$ cat src/rtl/perceptron_train_ctrl.sv
`default_nettype none
// ============================================================================
// Module   : perceptron_train_ctrl
// Purpose  : Sequencer that trains a 3-input FP16 perceptron on a 4-sample
//            set, time-sharing one external multiplier and one external adder
//            for the forward pass and for the weight update rule.
// Revision : 1.0  initial release
// ============================================================================
module perceptron_train_ctrl #(
    parameter int             TAM       = 16,
    parameter logic [TAM-1:0] BIAS_IN   = 16'hBA66,
    parameter logic [TAM-1:0] ETA       = 16'h3800,
    parameter int             MAX_EPOCH = 15
) (
    input  logic             clk,
    input  logic             rst,
    input  logic             start,
    input  logic [4*TAM-1:0] x1,
    input  logic [4*TAM-1:0] x2,
    input  logic [3:0]       d,
    input  logic [TAM-1:0]   w0_init,
    input  logic [TAM-1:0]   w1_init,
    input  logic [TAM-1:0]   w2_init,
    output logic [TAM-1:0]   mul_a,
    output logic [TAM-1:0]   mul_b,
    input  logic [TAM-1:0]   mul_result,
    output logic [TAM-1:0]   add_a,
    output logic [TAM-1:0]   add_b,
    input  logic [TAM-1:0]   add_result,
    output logic             dp_en,
    output logic [TAM-1:0]   w0,
    output logic [TAM-1:0]   w1,
    output logic [TAM-1:0]   w2,
    output logic [3:0]       result,
    output logic [3:0]       epoch,
    output logic             busy,
    output logic             done,
    output logic             converged
);

    localparam int                 EPOCH_W     = 4;
    localparam logic [EPOCH_W-1:0] C_MAX_EPOCH = EPOCH_W'(MAX_EPOCH);
    localparam logic [TAM-1:0]     C_ZERO      = '0;

    typedef enum logic [3:0] {
        S_IDLE   = 4'd0,
        S_LOAD   = 4'd1,
        S_MAC0   = 4'd2,
        S_MAC1   = 4'd3,
        S_MAC2   = 4'd4,
        S_DECIDE = 4'd5,
        S_UPD0   = 4'd6,
        S_UPD1   = 4'd7,
        S_UPD2   = 4'd8,
        S_NEXT   = 4'd9,
        S_DONE   = 4'd10
    } state_t;

    state_t               state_q, state_d;
    logic [TAM-1:0]       w0_q, w0_d, w1_q, w1_d, w2_q, w2_d;
    logic [TAM-1:0]       acc_q, acc_d;
    logic [1:0]           idx_q, idx_d;
    logic [2:0]           errcnt_q, errcnt_d;
    logic [EPOCH_W-1:0]   epoch_q, epoch_d;
    logic [3:0]           result_q, result_d;
    logic                 busy_q, busy_d;
    logic                 done_q, done_d;
    logic                 conv_q, conv_d;
    logic                 sgn_q, sgn_d;

    logic [TAM-1:0]       w_x1_sel;
    logic [TAM-1:0]       w_x2_sel;
    logic [TAM-1:0]       w_sgn_mask;
    logic                 w_y;

    // Pick the current sample's two data inputs out of the packed buses.
    always_comb begin
        w_x1_sel = x1[TAM-1:0];
        w_x2_sel = x2[TAM-1:0];
        case (idx_q)
            2'd1: begin
                w_x1_sel = x1[2*TAM-1:TAM];
                w_x2_sel = x2[2*TAM-1:TAM];
            end
            2'd2: begin
                w_x1_sel = x1[3*TAM-1:2*TAM];
                w_x2_sel = x2[3*TAM-1:2*TAM];
            end
            2'd3: begin
                w_x1_sel = x1[4*TAM-1:3*TAM];
                w_x2_sel = x2[4*TAM-1:3*TAM];
            end
            default: begin
                w_x1_sel = x1[TAM-1:0];
                w_x2_sel = x2[TAM-1:0];
            end
        endcase
    end

    // Flipping the product's sign bit turns the update into a subtraction
    // when the target is 0 (d - y = -1).
    assign w_sgn_mask = {sgn_q, {(TAM-1){1'b0}}};
    // -0 has the sign bit set, so it classifies as 0 like any negative net.
    assign w_y        = ~acc_q[TAM-1];

    // Next-state, register updates and datapath operand steering.
    always_comb begin
        state_d  = state_q;
        w0_d     = w0_q;
        w1_d     = w1_q;
        w2_d     = w2_q;
        acc_d    = acc_q;
        idx_d    = idx_q;
        errcnt_d = errcnt_q;
        epoch_d  = epoch_q;
        result_d = result_q;
        busy_d   = busy_q;
        done_d   = done_q;
        conv_d   = conv_q;
        sgn_d    = sgn_q;
        dp_en    = 1'b0;
        mul_a    = C_ZERO;
        mul_b    = C_ZERO;
        add_a    = C_ZERO;
        add_b    = C_ZERO;

        case (state_q)
            S_IDLE, S_DONE: begin
                if (start) begin
                    state_d = S_LOAD;
                    busy_d  = 1'b1;
                    done_d  = 1'b0;
                    conv_d  = 1'b0;
                end
            end
            S_LOAD: begin
                w0_d     = w0_init;
                w1_d     = w1_init;
                w2_d     = w2_init;
                idx_d    = 2'd0;
                epoch_d  = '0;
                errcnt_d = 3'd0;
                acc_d    = C_ZERO;
                state_d  = S_MAC0;
            end
            S_MAC0: begin
                dp_en   = 1'b1;
                mul_a   = BIAS_IN;
                mul_b   = w0_q;
                add_a   = acc_q;
                add_b   = mul_result;
                acc_d   = add_result;
                state_d = S_MAC1;
            end
            S_MAC1: begin
                dp_en   = 1'b1;
                mul_a   = w_x1_sel;
                mul_b   = w1_q;
                add_a   = acc_q;
                add_b   = mul_result;
                acc_d   = add_result;
                state_d = S_MAC2;
            end
            S_MAC2: begin
                dp_en   = 1'b1;
                mul_a   = w_x2_sel;
                mul_b   = w2_q;
                add_a   = acc_q;
                add_b   = mul_result;
                acc_d   = add_result;
                state_d = S_DECIDE;
            end
            S_DECIDE: begin
                result_d[idx_q] = w_y;
                if (w_y == d[idx_q]) begin
                    state_d = S_NEXT;
                end else begin
                    errcnt_d = errcnt_q + 3'd1;
                    sgn_d    = ~d[idx_q];
                    state_d  = S_UPD0;
                end
            end
            S_UPD0: begin
                dp_en   = 1'b1;
                mul_a   = ETA;
                mul_b   = BIAS_IN;
                add_a   = w0_q;
                add_b   = mul_result ^ w_sgn_mask;
                w0_d    = add_result;
                state_d = S_UPD1;
            end
            S_UPD1: begin
                dp_en   = 1'b1;
                mul_a   = ETA;
                mul_b   = w_x1_sel;
                add_a   = w1_q;
                add_b   = mul_result ^ w_sgn_mask;
                w1_d    = add_result;
                state_d = S_UPD2;
            end
            S_UPD2: begin
                dp_en   = 1'b1;
                mul_a   = ETA;
                mul_b   = w_x2_sel;
                add_a   = w2_q;
                add_b   = mul_result ^ w_sgn_mask;
                w2_d    = add_result;
                state_d = S_NEXT;
            end
            S_NEXT: begin
                acc_d = C_ZERO;
                if (idx_q != 2'd3) begin
                    idx_d   = idx_q + 2'd1;
                    state_d = S_MAC0;
                end else begin
                    epoch_d = epoch_q + 4'd1;
                    idx_d   = 2'd0;
                    if (errcnt_q == 3'd0) begin
                        state_d = S_DONE;
                        conv_d  = 1'b1;
                        busy_d  = 1'b0;
                        done_d  = 1'b1;
                    end else if ((epoch_q + 4'd1) == C_MAX_EPOCH) begin
                        state_d = S_DONE;
                        conv_d  = 1'b0;
                        busy_d  = 1'b0;
                        done_d  = 1'b1;
                    end else begin
                        errcnt_d = 3'd0;
                        state_d  = S_MAC0;
                    end
                end
            end
            default: begin
                state_d = S_IDLE;
            end
        endcase
    end

    // State and datapath registers with synchronous reset.
    always_ff @(posedge clk) begin
        if (rst) begin
            state_q  <= S_IDLE;
            w0_q     <= C_ZERO;
            w1_q     <= C_ZERO;
            w2_q     <= C_ZERO;
            acc_q    <= C_ZERO;
            idx_q    <= 2'd0;
            errcnt_q <= 3'd0;
            epoch_q  <= '0;
            result_q <= 4'd0;
            busy_q   <= 1'b0;
            done_q   <= 1'b0;
            conv_q   <= 1'b0;
            sgn_q    <= 1'b0;
        end else begin
            state_q  <= state_d;
            w0_q     <= w0_d;
            w1_q     <= w1_d;
            w2_q     <= w2_d;
            acc_q    <= acc_d;
            idx_q    <= idx_d;
            errcnt_q <= errcnt_d;
            epoch_q  <= epoch_d;
            result_q <= result_d;
            busy_q   <= busy_d;
            done_q   <= done_d;
            conv_q   <= conv_d;
            sgn_q    <= sgn_d;
        end
    end

    assign w0        = w0_q;
    assign w1        = w1_q;
    assign w2        = w2_q;
    assign result    = result_q;
    assign epoch     = epoch_q;
    assign busy      = busy_q;
    assign done      = done_q;
    assign converged = conv_q;

endmodule
`default_nettype wire

$ cat config.mk
export PLATFORM = sky130hd
export DESIGN_NAME = perceptron_train_ctrl
export DESIGN_NICKNAME = d
export VERILOG_FILES = /design/src/rtl/perceptron_train_ctrl.sv
export SDC_FILE = /design/constraint.sdc
export NUM_CORES = 1
export LEC_CHECK = 0
export BUFFER_PORTS_ARGS = -buffer_cell sky130_fd_sc_hd__buf_4
export CELL_PAD_IN_SITES_DETAIL_PLACEMENT = 0
export CELL_PAD_IN_SITES_GLOBAL_PLACEMENT = 1
export CORE_MARGIN = 2
export CORE_UTILIZATION = 30
export CTS_CLUSTER_SIZE = 16
export DETAILED_ROUTE_END_ITERATION = 16
export GPL_ROUTABILITY_DRIVEN = 0
export MAX_ROUTING_LAYER = met4
export PLACE_DENSITY_LB_ADDON = 0.1
export SLEW_MARGIN = 20
export SYNTH_ARGS = -nofsm -noshare
export SYNTH_HDL_FRONTEND = slang
export SYNTH_SLANG_ARGS = --single-unit
$ cat constraint.sdc
create_clock -name clk -period 2.85 [get_ports clk]
set_input_delay 0.1425 -clock clk [delete_from_list [all_inputs] [get_ports clk]]
set_output_delay 0.1425 -clock clk [all_outputs]
set_load 0.02 [all_outputs]
; ---- After elaboration in Yosys (flattened, before gate mapping)
; Index checks and enable logic that the tools add are counted.
[word_totals]
inputBits = 215
elab_cells = 107
latchBits = 0
mem_bits_rw = 0
output_inout_bits = 124
memories = 0
mem_bits_ro = 0
reg_bits = 85
[classes]
n_shift = 0
n_mux = 44
n_lt_le_gt_ge = 2
n_bitwise = 4
reduce_logical = 19
n_addsub = 3
multipliers = 0
div_mod_pow = 0
eq_ne = 22
[op_table]
columns = operator, count
row1 = $pmux W16 S2, 5
row2 = $pmux W16 S4, 2
row3 = $pmux W16 S3, 2
row4 = $pmux W16 S6, 1
row5 = $pmux W4 S10, 1
row6 = $mux W4, 6
row7 = $eq A4 B3 Y1 const B, 4
row8 = $eq A4 B4 Y1 const B, 4
row9 = $xor A16 B16 Y16, 1
row10 = $mux W1, 13
row11 = $mux W3, 4
row12 = $ne A2 B2 Y1 const B, 6
row13 = $reduce_bool A2 Y1, 6
row14 = $pmux W3 S3, 1
row15 = $eq A4 B2 Y1 const B, 2
row16 = $pmux W4 S2, 1
row17 = $pmux W1 S2, 3
row18 = $reduce_or A3 Y1, 2
row19 = $reduce_or A6 Y1, 1
row20 = $reduce_and A5 Y1, 1
row21 = $add A4 B1 Y4 const B, 1
row22 = $bwmux W4, 1
row23 = $eq A2 B2 Y1 const B, 2
row24 = $eq A4 B1 Y1 const B, 1
row25 = 19 further kinds, 23

; ---- Depth between registers and ports, before layout
[logic_depth]
depth_word = 6
ltp_mapped = 8
depth_no_buf = 6

; ---- Least setup slack after synthesis
; OpenSTA, ideal clock, no wires.
[synth_path]
kind = reg-to-output
startpoint = reg idx_q[0]
endpoint = out mul_b[15]
arrival_time_ns = 1.893
required_ns = 2.707
path_buffers = 2
path_stages_with_launch = 8
path_slack_ns = 0.814
path_cell_list = dfxtp_1 > ha_1 > clkbuf_1 > clkbuf_1 > a222oi_1 > nand2_1 > o21ai_0 > o2111ai_1
[synth_between]
elab_chain_cells = 3
word_cells_on_any_way = 6
cone_classes = eq/ne: 3 / mux: 3
[synth_rtl]
columns = item, line
row1 = start: declaration, 62  ; logic [1:0] idx_q, idx_d;
row2 = start signal: assignment, 262  ; idx_q <= idx_d;
row3 = $eq A2 B2 Y1 or $eq A2 B1 Y1 (tied branches), 80  ; case (idx_q)
row4 = $pmux W16 S3, 80
row5 = $pmux W16 S6 (*), 127  ; case (state_q)
row6 = end: declaration, 25  ; output logic [TAM-1:0] mul_b,
; Every way passes the cells marked *; elsewhere a longest branch is shown, timed or not.

; ---- Final worst setup path
[layout_path]
startpoint = reg state_q[1]
endpoint = out add_a[9]
[layout_between]
elab_chain_cells = 3
word_cells_on_any_way = 8
cone_classes = eq/ne: 6 / mux: 1 / reduce/logical: 1
[layout_rtl]
columns = item, line
row1 = start: declaration, 59  ; state_t state_q, state_d;
row2 = start signal: assignment, 257  ; state_q <= state_d;
row3 = $eq A4 B3 Y1 or $eq A4 B2 Y1 (tied branches), 127
row4 = $reduce_or A3 Y1 (no source line), -
row5 = $pmux W16 S4 (*), 127
row6 = end: declaration, 27  ; output logic [TAM-1:0] add_a,
; Marked as above.

==> metrics.txt <==
Max stage delay on crit path=0.76 ns; via count=7392; critical path, cell by cell=nand2_1 -> nor3_2 -> buf_4 -> a222oi_1 -> nand2_1 -> buf_4; area growth from synthesis to layout=52.4%; first-pass GRT wire length=40600 microns; Peak VDD IR=between 200 and 300 uV; post-synth top area cell=dfxtp_1; commonest non-fill, non-tap cell in the layout=buf_4; Post-synth top flop=dfxtp_1; vias in the first global route=slightly below 7000; met3 wire length=1850 microns; Critical Path Fanout Max=16; Synth area leaders=dfxtp_1, nand2_1, a222oi_1; number of synthesized register bits=85; DR pass1 iterations=7; Max-slew headroom=54.5%; Longest Clk Path Bufs=2; cells after synthesis=782; clock buffer count from CTS=9; Synth cell types=61; most frequent cells in the layout=buf_4, nand2_1, dfxtp_1, nor2_1, a311oi_1; register area=1710 sq um; Cell Area, Synth=a little under 6000 sq um; clock slew at reported path FFs=about 0.07 ns; Total Routing Usage GR=between 20% and 30%; fmax=~370 MHz; crit end category=output port; Post-DRT Antenna Nets=0; critical path arrival=~2.6 ns; outcome=finished clean; synth warn=0; effective utilization at floorplan=between 30% and 40%; initial antenna violation count=1; EDFF count, synth=0; clk sinks=85; placed inst area=a little under 9000 sq um; Final Core Density=between 40% and 50%; worst clock skew=0.0107 ns; Crit path required time=2.71 ns; area of the multi-input gates=between 3000 and 4000 sq um; maxcap violations=0; row cnt=between 50 and 60; largest net degree at the start of global routing=43; RSZ-0062 raised after global routing=no; LEAKAGE=about 3.9 nW; fillers=between 2000 and 2500; CTS root buf=clkbuf_16; Nets=1303; PortBufs=around 340; pwr dens=422 nW/um^2; critical path class=reg2out; vias per std cell=approximately 5.5; TritonCTS clock tree=built; layout cell share with drive strength beyond 1=between 30% and 40%; Congestion Overflow GR=0; Top Layer Used=met4; fin crit period=about 2.7 ns; met2 wire length=between 10000 and 15000 microns; Final Instance Area=roughly 9000 sq um; die width=roughly 140 microns; Metal-1 WL=around 13000 microns; Hold/Removal Path Class=in2reg; sequential area share after synthesis=28.7%; Fin. Hold Viols=0; Setup-failing EPs final=0; DRC=0; Clock Latency Late Sink=around 0.35 ns; syn nets=between 1000 and 1500; IO Count=roughly 340; post-synthesis async set-or-reset flop share=0%; wire per inst=around 21 microns; Total Neg Setup Slack=0 ns; Routed WL=28200 microns; Post-Syn Area per Cell=between 7 and 8 sq um; die height=approximately 140 microns; Detailed Place HPWL=around 22000 microns; period utilisation layout=a little over nine tenths; die area=roughly 21000 sq um; Slew Viols, Final=0; core box area=approximately 19000 sq um; Slowest cell on crit path=dfxtp_1; H-tree levels=3; share of the synthesized area in the top cell type=between 20% and 30%; startpoint types=flip-flop; slew of the pin with the lowest slew margin=between 0.6 and 0.7 ns; drt first-iter violations=~690
[report_power, final]
group | switching, mW | internal, mW | total (mW)
registers | 0.123 | 1.28 | 1.40
logic | 0.664 | 0.561 | 1.23
clock network | 0.556 | 0.630 | 1.19
[stage by stage]
step                worst slack (ns)  total power [mW]  hold WS, ns  std cells
floorplan                      0.814              2.00        0.290        782
global placement               0.370              2.65        0.420       1334
global route                  0.0176              3.99       0.0534       1351
finish                         0.124              3.81       0.0643       1351
CTS                          0.00768              3.83       0.0544       1350
detailed placement             0.365              2.65        0.424       1334
[repair_timing]
action,4_1_cts,5_1_grt
buffers inserted,0,0
resized for setup,2,6
hold buffers,0,0
endpoints found under the setup margin,3,42
[layer usage]
layer  track usage [%]  vias to the layer above
li1                  -                     3538
met1              35.6                     3506
met2              41.1                      326
met3              3.87                       22
met4              6.03                        0
met5                 -                        -
[cell usage after synthesis, drive strengths merged, types with 6 or more instances]
| cell type | instances |
|---|---|
| nand2 | 152 |
| dfxtp | 85 |
| nor2 | 81 |
| clkbuf | 53 |
| a311oi | 52 |
| a222oi | 48 |
| nor2b | 43 |
| a21oi | 34 |
| buf | 28 |
| o21ai | 19 |
| o22ai | 17 |
| mux2i | 16 |
| a21o | 14 |
| inv | 14 |
| a22o | 10 |
| nand3 | 10 |
| a22oi | 9 |
| ha | 8 |
| a211o | 7 |
| nand2b | 7 |
| o211ai | 7 |
| a211oi | 6 |
| o221ai | 6 |
[sequential cells by signal (all words and copies together) (netlist names), 2 cells and up]
register and count:
acc_q 16, idx_q 2, w2 16, w1 16, epoch 4, result 4, errcnt_q 3, w0 16
state_q 4
[critical path, delay by kind of cell, from the launching register on]
kind | cells | cell delay, ns
AOI/OAI and AO/OA | 1 | 0.10
buffers and inverters | 2 | 0.50
DFF | 1 | 0.76
and+or+nand+nor | 3 | 0.88
[path summary, 6_finish.rpt]
kind / from / endpoint / slack (ns) / depth (start not counted)
worst max-delay path: state_q[1]$_SDFFE_PP0N_ / add_a[9] / 0.12 / 6
worst min-delay path: w1_init[7] / w1[7]$_SDFFE_PP0P_ / 0.06 / 3
worst max register to register: state_q[1]$_SDFFE_PP0N_ / w2[4]$_SDFFE_PP0P_ / 0.60 / 4
worst min register to register: done$_SDFFE_PP0P_ / done$_SDFFE_PP0P_ / 0.46 / 2
[cells by family (layout without fill, tap and decap cells)]
group | count (synthesis) | after routing | synth area share [%]
other | 0 | 1 | 0
AO/OA/AOI/OAI | 246 | 246 | 32.8
buffers and inverters | 95 | 398 | 6.88
AND/OR/NAND/NOR | 325 | 325 | 25.5
adder cells (fa/ha/maj) | 8 | 8 | 1.69
flip-flops | 85 | 85 | 28.7
XOR/XNOR | 4 | 4 | 0.908
multiplexers | 19 | 19 | 3.46
[layout make-up]
type / count / share of cell area (%)
Multi-Input combinational cell: 602 / 43.0
Timing Repair Buffer: 368 / 30.6
Sequential cell: 85 / 18.9
Tap cell: 265 / 3.67
Clock buffer: 10 / 2.65
Clock inverter: 6 / 0.582
Inverter: 14 / 0.582
Antenna cell: 1 / 0.0277
(Power assumes the default switching activity.)
